`src/rtl/vending_machine_param.sv`:
```
// Parametrised vending controller: accumulates nickel/dime/quarter credit toward PRICE_UNITS,
// vends for one cycle, then pays change (or a cancel refund) as one nickel pulse per cycle.
module vending_machine_param #(
  parameter int PRICE_UNITS = 4,
  parameter int CREDIT_W    = 4,
  parameter int CNT_W       = 8
) (
  input  logic                clk,
  input  logic                rst_n,
  input  logic                nickle,
  input  logic                dime,
  input  logic                quarter,
  input  logic                cancel,
  output logic                soda,
  output logic                change_nickel,
  output logic                coin_reject,
  output logic                busy,
  output logic [CREDIT_W-1:0] credit,
  output logic [CNT_W-1:0]    sales_count
);

  typedef enum logic [1:0] {
    ST_IDLE   = 2'd0,
    ST_VEND   = 2'd1,
    ST_CHANGE = 2'd2
  } state_t;

  localparam logic [CREDIT_W:0]   PRICE_EXT = (CREDIT_W+1)'(PRICE_UNITS);
  localparam logic [CREDIT_W:0]   VAL_NICK  = (CREDIT_W+1)'(1);
  localparam logic [CREDIT_W:0]   VAL_DIME  = (CREDIT_W+1)'(2);
  localparam logic [CREDIT_W:0]   VAL_QTR   = (CREDIT_W+1)'(5);
  localparam logic [CREDIT_W-1:0] CREDIT_ZERO = {CREDIT_W{1'b0}};
  localparam logic [CREDIT_W-1:0] CREDIT_ONE  = {{(CREDIT_W-1){1'b0}}, 1'b1};
  localparam logic [CNT_W-1:0]    CNT_MAX   = {CNT_W{1'b1}};
  localparam logic [CNT_W-1:0]    CNT_ONE   = {{(CNT_W-1){1'b0}}, 1'b1};

  state_t              r_state;
  state_t              w_next_state;
  logic [CREDIT_W-1:0] r_credit;
  logic [CREDIT_W-1:0] w_next_credit;
  logic [CNT_W-1:0]    r_sales;
  logic [CNT_W-1:0]    w_next_sales;
  logic                r_soda;
  logic                r_change;
  logic                r_busy;
  logic                r_coin_reject;
  logic                w_reject;
  logic                w_any_coin;
  logic [1:0]          w_coin_cnt;
  logic [CREDIT_W:0]   w_value;
  logic [CREDIT_W:0]   w_sum;
  logic [CREDIT_W:0]   w_diff;

  // Coin priority decode and credit arithmetic at CREDIT_W+1 bits
  always_comb begin
    w_coin_cnt = {1'b0, nickle} + {1'b0, dime} + {1'b0, quarter};
    w_any_coin = nickle | dime | quarter;
    if (nickle) begin
      w_value = VAL_NICK;
    end else if (dime) begin
      w_value = VAL_DIME;
    end else if (quarter) begin
      w_value = VAL_QTR;
    end else begin
      w_value = {(CREDIT_W+1){1'b0}};
    end
    w_sum  = {1'b0, r_credit} + w_value;
    w_diff = w_sum - PRICE_EXT;
  end

  // Next-state, next-credit, sales counter and coin rejection
  always_comb begin
    w_next_state  = r_state;
    w_next_credit = r_credit;
    w_next_sales  = r_sales;
    w_reject      = 1'b0;
    case (r_state)
      ST_IDLE: begin
        if (w_any_coin) begin
          // Only the highest-priority coin is taken; any others on this edge bounce.
          w_reject = (w_coin_cnt > 2'd1);
          if (w_sum >= PRICE_EXT) begin
            w_next_credit = w_diff[CREDIT_W-1:0];
            w_next_state  = ST_VEND;
            if (r_sales != CNT_MAX) begin
              w_next_sales = r_sales + CNT_ONE;
            end else begin
              w_next_sales = r_sales;
            end
          end else begin
            w_next_credit = w_sum[CREDIT_W-1:0];
          end
        end else if (cancel && (r_credit != CREDIT_ZERO)) begin
          w_next_state = ST_CHANGE;
        end else begin
          w_next_state = ST_IDLE;
        end
      end
      ST_VEND: begin
        w_reject = w_any_coin;
        if (r_credit != CREDIT_ZERO) begin
          w_next_state = ST_CHANGE;
        end else begin
          w_next_state = ST_IDLE;
        end
      end
      ST_CHANGE: begin
        w_reject = w_any_coin;
        if (r_credit <= CREDIT_ONE) begin
          w_next_state  = ST_IDLE;
          w_next_credit = CREDIT_ZERO;
        end else begin
          w_next_credit = r_credit - CREDIT_ONE;
        end
      end
      default: begin
        w_next_state  = ST_IDLE;
        w_next_credit = CREDIT_ZERO;
      end
    endcase
  end

  // State, credit, counter and output registers; outputs decoded from next state
  always_ff @(posedge clk or negedge rst_n) begin
    if (!rst_n) begin
      r_state       <= ST_IDLE;
      r_credit      <= CREDIT_ZERO;
      r_sales       <= {CNT_W{1'b0}};
      r_soda        <= 1'b0;
      r_change      <= 1'b0;
      r_busy        <= 1'b0;
      r_coin_reject <= 1'b0;
    end else begin
      r_state       <= w_next_state;
      r_credit      <= w_next_credit;
      r_sales       <= w_next_sales;
      r_soda        <= (w_next_state == ST_VEND);
      r_change      <= (w_next_state == ST_CHANGE);
      r_busy        <= (w_next_state != ST_IDLE);
      r_coin_reject <= w_reject;
    end
  end

  assign soda          = r_soda;
  assign change_nickel = r_change;
  assign busy          = r_busy;
  assign coin_reject   = r_coin_reject;
  assign credit        = r_credit;
  assign sales_count   = r_sales;

endmodule

```
`config.mk`:
```
export PLATFORM = sky130hd
export DESIGN_NAME = vending_machine_param
export DESIGN_NICKNAME = d
export VERILOG_FILES = /design/src/rtl/vending_machine_param.sv
export SDC_FILE = /design/constraint.sdc
export NUM_CORES = 1
export LEC_CHECK = 0
export ABC_AREA = 1
export CAP_MARGIN = 10
export CORE_MARGIN = 5
export CORE_UTILIZATION = 40
export DETAILED_ROUTE_END_ITERATION = 16
export HOLD_SLACK_MARGIN = 0.05
export PLACE_DENSITY = 0.7
export SETUP_SLACK_MARGIN = 0.02
export SLEW_MARGIN = 15
export SYNTH_ARGS = -nofsm -noshare
export SYNTH_HDL_FRONTEND = slang
export SYNTH_SLANG_ARGS = --single-unit
```
`constraint.sdc`:
```
create_clock -name clk -period 2.5 [get_ports clk]
set_input_delay 0.5 -clock clk [delete_from_list [all_inputs] [get_ports clk]]
set_output_delay 0.5 -clock clk [all_outputs]
set_load 0.02 [all_outputs]
```
# Word-level counts from Yosys, hierarchy flattened

Cells that the tools add are included.

Add/sub/neg operators: 6
Magnitude comparators: 3
Equality and inequality tests: 6
Mux-type cells: 15
Bitwise logic cells: 3
Reductions and logical operators: 7

Operator list:

| kind                                                              | count |
|---|---|
| two-way mux 4 bit                                                 | 3 |
| case mux 4 bit (3 select lines)                                   | 1 |
| two-way mux 2 bit                                                 | 5 |
| adder 8 x 1 -> 8 bit, second input constant                       | 1 |
| != test 8 bit, second input constant                              | 1 |
| two-way mux 3 bit                                                 | 2 |
| case mux 2 bit (3 select lines)                                   | 1 |
| adder 4 x 5 -> 5 bit                                              | 1 |
| greater-or-equal comparator 5 x 3 -> 1 bit, second input constant | 1 |
| two-way mux 5 bit                                                 | 1 |
| equality test 2 x 1 -> 1 bit, second input constant               | 2 |
| equality test 2 bit, second input constant                        | 2 |
| less-or-equal comparator 4 x 1 -> 1 bit, second input constant    | 1 |
| AND reduction 4 bit                                               | 1 |
| nonzero test 4 bit                                                | 1 |
| subtractor 4 x 1 -> 4 bit, second input constant                  | 1 |
| subtractor 4 x 3 -> 4 bit, second input constant                  | 1 |
| adder 1 x 1 -> 2 bit                                              | 1 |
| adder 2 x 1 -> 2 bit                                              | 1 |
| greater-than comparator 2 x 1 -> 1 bit, second input constant     | 1 |
| logical NOT 2 bit                                                 | 1 |
| != test 2 bit, second input constant                              | 1 |
| OR 1 bit                                                          | 2 |
| case mux 1 bit (2 select lines)                                   | 1 |
| other kinds (6)                                                   | 6 |

Register bits after elaboration: 18
Bits of input ports: 6
Output and inout port bits: 16

# Depth between registers and ports, before layout

Depth after elaboration: 9
Mapped depth: 19
Depth with buffers taken out: 19

# Least setup slack after synthesis

No wires, ideal clock.

Path type: in2reg
Start: input port quarter
End: register r_sales[5] (netlist: sales_count[5])
Arrival: 2.369 ns
Slack: 0.055 ns
Cell stages on the path: 18
Path buffers: 1
Path through: inv_1 > o21ai_0 > ha_1 > inv_1 > fa_1 > inv_1 > nand2_1 > nand2_2 > inv_1 > ha_1 > nand3_1 > nand2_2 > nor2_2 > nand2_4 > nand3_2 > buf_6 > nand2_1 > o21ai_1

Cells in the longest elaborated chain, start to end: 6
Elaborated cells on any way between the ends: 7

RTL lines:

| what                                       | RTL line | source |
|---|---|---|
| start: declaration                         | 12       | `input logic quarter,` |
| two-way mux 3 bit                          | 62       | `end else if (quarter) begin` |
| two-way mux 3 bit                          | 60       | `end else if (dime) begin` |
| two-way mux 5 bit                          | 58       | `if (nickle) begin` |
| adder 4 x 5 -> 5 bit                       | 67       | `w_sum = {1'b0, r_credit} + w_value;` |
| greater-or-equal comparator 5 x 3 -> 1 bit | 82       | `if (w_sum >= PRICE_EXT) begin` |
| AND reduction 4 bit (no source line) *     | n/a      |  |
| end signal: assignment                     | 128      | `r_sales <= {CNT_W{1'b0}};` |
| end signal: assignment                     | 136      | `r_sales <= w_next_sales;` |
| end: declaration                           | 41       | `logic [CNT_W-1:0] r_sales;` |

Every way passes the cells marked *; elsewhere a longest branch is shown, timed or not.
A chain may end at the register's enable or synchronous reset.

# Worst setup path after layout

Start: input port nickle
End: register r_change (netlist: change_nickel)

Cells in the longest elaborated chain, start to end: 7
Elaborated cells on any way between the ends: 9

RTL lines:

| what                                       | RTL line | source |
|---|---|---|
| start: declaration                         | 10       | `input logic nickle,` |
| two-way mux 5 bit                          | 58       |  |
| adder 4 x 5 -> 5 bit                       | 67       |  |
| greater-or-equal comparator 5 x 3 -> 1 bit | 82       |  |
| two-way mux 2 bit                          | 82       |  |
| two-way mux 2 bit *                        | 79       | `if (w_any_coin) begin` |
| case mux 2 bit (3 select lines) *          | 77       | `case (r_state)` |
| equality test 2 bit *                      | 138      | `r_change <= (w_next_state == ST_CHANGE);` |
| end signal: assignment                     | 138      |  |
| end: declaration                           | 44       | `logic r_change;` |

Marks and branches as above.

==> summary.txt <==
Timing
  – Fmax: 431 MHz
  – Slew Viols, Final: 0
  – Fin Clk Skew: 0.00385 ns
  – Min Tclk post-route: 2.32 ns
  – Final hold slack: 0.531 ns
  – Final hold vios: 0
  – Setup TNS Final: 0 ns
  – RSZ-0062 raised after global routing: no
  – Final period util: 0.928
  – Max-slew headroom: 0.784
  – Worst-Margin Slew: 0.322 ns
  – Setup violations, final: 0

GRT
  – Vias in the first global route: 1103
  – Largest net degree at the start of global routing: 19
  – GRT overflow: 0
  – GRT Total Usage: 0.143
  – Antenna violations before repair: 0
  – First-pass GRT wire length: 4930 um

Final layout
  – Layout cells sized above 1: 0.241
  – Post-Layout Cell Count: 239
  – Final #Nets: 216
  – Area growth, synth to finish: 33.9%
  – N_diodes: 0

Yosys
  – Synth cell count leaders: nand2_1, inv_1, dfrtp_1, ha_1, nor2_1
  – Post-synth EDFFs: 0
  – Yosys cell types: 26
  – Fraction of registers with async set or reset after synthesis: 1.00
  – Ranking of synthesized cells by area: dfrtp_1, ha_1, nand2_1, inv_1, nand3_1
  – Synth Warn #: 0
  – Syn Inst Count: 157
  – Sequential element share of the synthesized area: 0.360
  – Top-count cell post-synth: nand2_1
  – Syn Nets: 177
  – Mapped cell area: 1250 sq um
  – Post-synth top area share: 0.360
  – Primary FF master, synth: dfrtp_1
  – Yosys reg bits: 18
  – Dominant cell type by area after synthesis: dfrtp_1
  – Mapped Avg Cell Area: 7.98 sq um

Floorplan
  – I/O pin total: 22
  – Starting Density: 0.414
  – Rows: 20
  – Die width: 66.0 um
  – Core Area: 3030 sq um
  – Die area: 4350 sq um
  – Chip height: 66.0 um

Critical path
  – Critical Path Sink Type: register
  – Worst path required time: 2.72 ns
  – Crit path DAT: 2.54 ns
  – Startpoint types: input pin
  – CP Class: input pin to register
  – Crit-path max FO: 5

Placement
  – Post-DP HPWL: 2120 um
  – Port buffer count: 21
  – Routability cong.: 0.838
  – Post-placement cell count: 233

Clock network
  – H-tree depth: 1
  – Clk_lat worst skew: 0.28 ns
  – Sink Count: 18
  – Cts bufs inserted: 3
  – Clk buf depth: 2
  – CTS clk-pin slew, worst paths: 0.10 ns
  – CTS tree: built
  – Master cell of the clock root buffer: clkbuf_4
  – Hold-fix buffers at CTS: 0

Route
  – First-pass DRT Iterations: 4
  – Vias per Instance: 4.71
  – Post-route ant nets: 0
  – DRC viols: 0
  – Initial DRC Count: 62
  – Post-detailed-route wirelength per cell: 11.4 um
  – Final WL: 2730 um
  – Via count: 1126

Run
  – Max cap viols: 0

Power and ir drop
  – Cell leakage power: 0.842 nW
  – Total power: 1.99 mW
  – Max rail drop VDD: 0.703 mV
  – Pwr Density: 1190 nW/um^2

Status
  – Status: completed

Min path
  – Hold Path Class: input pin to async pin
-- through the flow --
step	cell area (sq um)	setup slack [ns]	utilization
floorplan	1250	0.0549	-
global placement	1600	-0.565	0.527
detailed placement	1600	-0.651	0.527
CTS	1680	0.0643	0.554
global route	1680	0.0331	0.554
finish	1680	0.180	0.554
-- state kept, by name, indices dropped and copies added (netlist names) --
name	cells
change_nickel	1
r_state	2
busy	1
credit	4
sales_count	8
coin_reject	1
soda	1
-- repair_timing --
action,4_1_cts,5_1_grt
pin swaps,4,0
buffers inserted,1,0
endpoints found under the setup margin,15,15
resized for setup,15,7
gates cloned,1,0
-- worst max-delay path, cell delays in order --
cell           delay [ns]
dlygate4sd2_1        0.23
inv_2                0.05
o21ai_2              0.05
ha_2                 0.19
inv_1                0.06
fa_2                 0.37
inv_2                0.06
nand2_1              0.05
nand2_2              0.07
inv_1                0.04
ha_1                 0.18
nand3_1              0.09
nand2_2              0.07
nor2_4               0.09
nand2_4              0.08
nand2_1              0.06
nand2_1              0.06
nand2_2              0.08
nand2_2              0.06
nor2_1               0.10
-- power by group --
group          internal (mW)  switching [mW]  total [mW]
logic                  0.582           0.709        1.29
clock network         0.0886          0.0863       0.175
registers              0.404           0.123       0.527
total                   1.07           0.918        1.99
-- logic make-up (layout without fill, tap and decap cells) --
kind of cell               count (synthesis)  count (layout)  share of synthesized area
xor gates and xnor gates                   6               6                     0.0480
adders and majority gates                 14              14                      0.146
AOI/OAI and AO/OA                         21              21                      0.101
and+or+nand+nor                           73              74                      0.265
DFF                                       18              18                      0.360
buffers and inverters                     25              62                     0.0809
-- layout by cell type, fill, tap and decap left out, types with 2 or more instances in the layout --
cell type	synthesis	layout
ha_1	13	12
a21oi_1	7	7
inv_2	3	7
buf_4	0	12
inv_1	21	17
clkdlybuf4s50_1	0	18
clkbuf_4	0	3
nor2_1	12	11
nand2_1	39	37
clkbuf_2	0	2
nand3_1	9	9
o21ai_2	2	3
o22ai_1	3	3
nand3_2	3	3
o21ai_1	3	3
xnor2_1	4	4
o21ai_0	3	2
nand2_2	5	7
dfrtp_1	18	18
-- path summary, 6_finish.rpt --
path / cells past startpoint / slack, ns / end / start
min reg2reg: 2 / 0.56 / sales_count[1] / sales_count[1]
min in group clk: 2 / 0.56 / sales_count[1] / sales_count[1]
max in group asynchronous: 2 / 1.78 / soda / rst_n
max: 20 / 0.18 / change_nickel / nickle
min: 2 / 0.53 / credit[0] / rst_n
max reg2reg: 17 / 0.25 / change_nickel / credit[0]
-- layer usage --
| layer | vias to the layer above | global-route usage | wire length, um |
|---|---|---|---|
| li1 | 586 | - | - |
| met3 | 0 | 0.0272 | 89 |
| met1 | 525 | 0.189 | 1260 |
| met4 | 0 | 0.0381 | 0 |
| met2 | 15 | 0.239 | 1380 |
| met5 | - | 0 | 0 |
-- cell type report --
class	instances	area (sq um)
fill	286	1350
multi-input combinational	115	744
sequential	18	450
timing repair buffer	34	300
inverter	24	90.1
tap	44	55.1
clock buffer	4	36.3
Power figures use the tool's default switching activity.
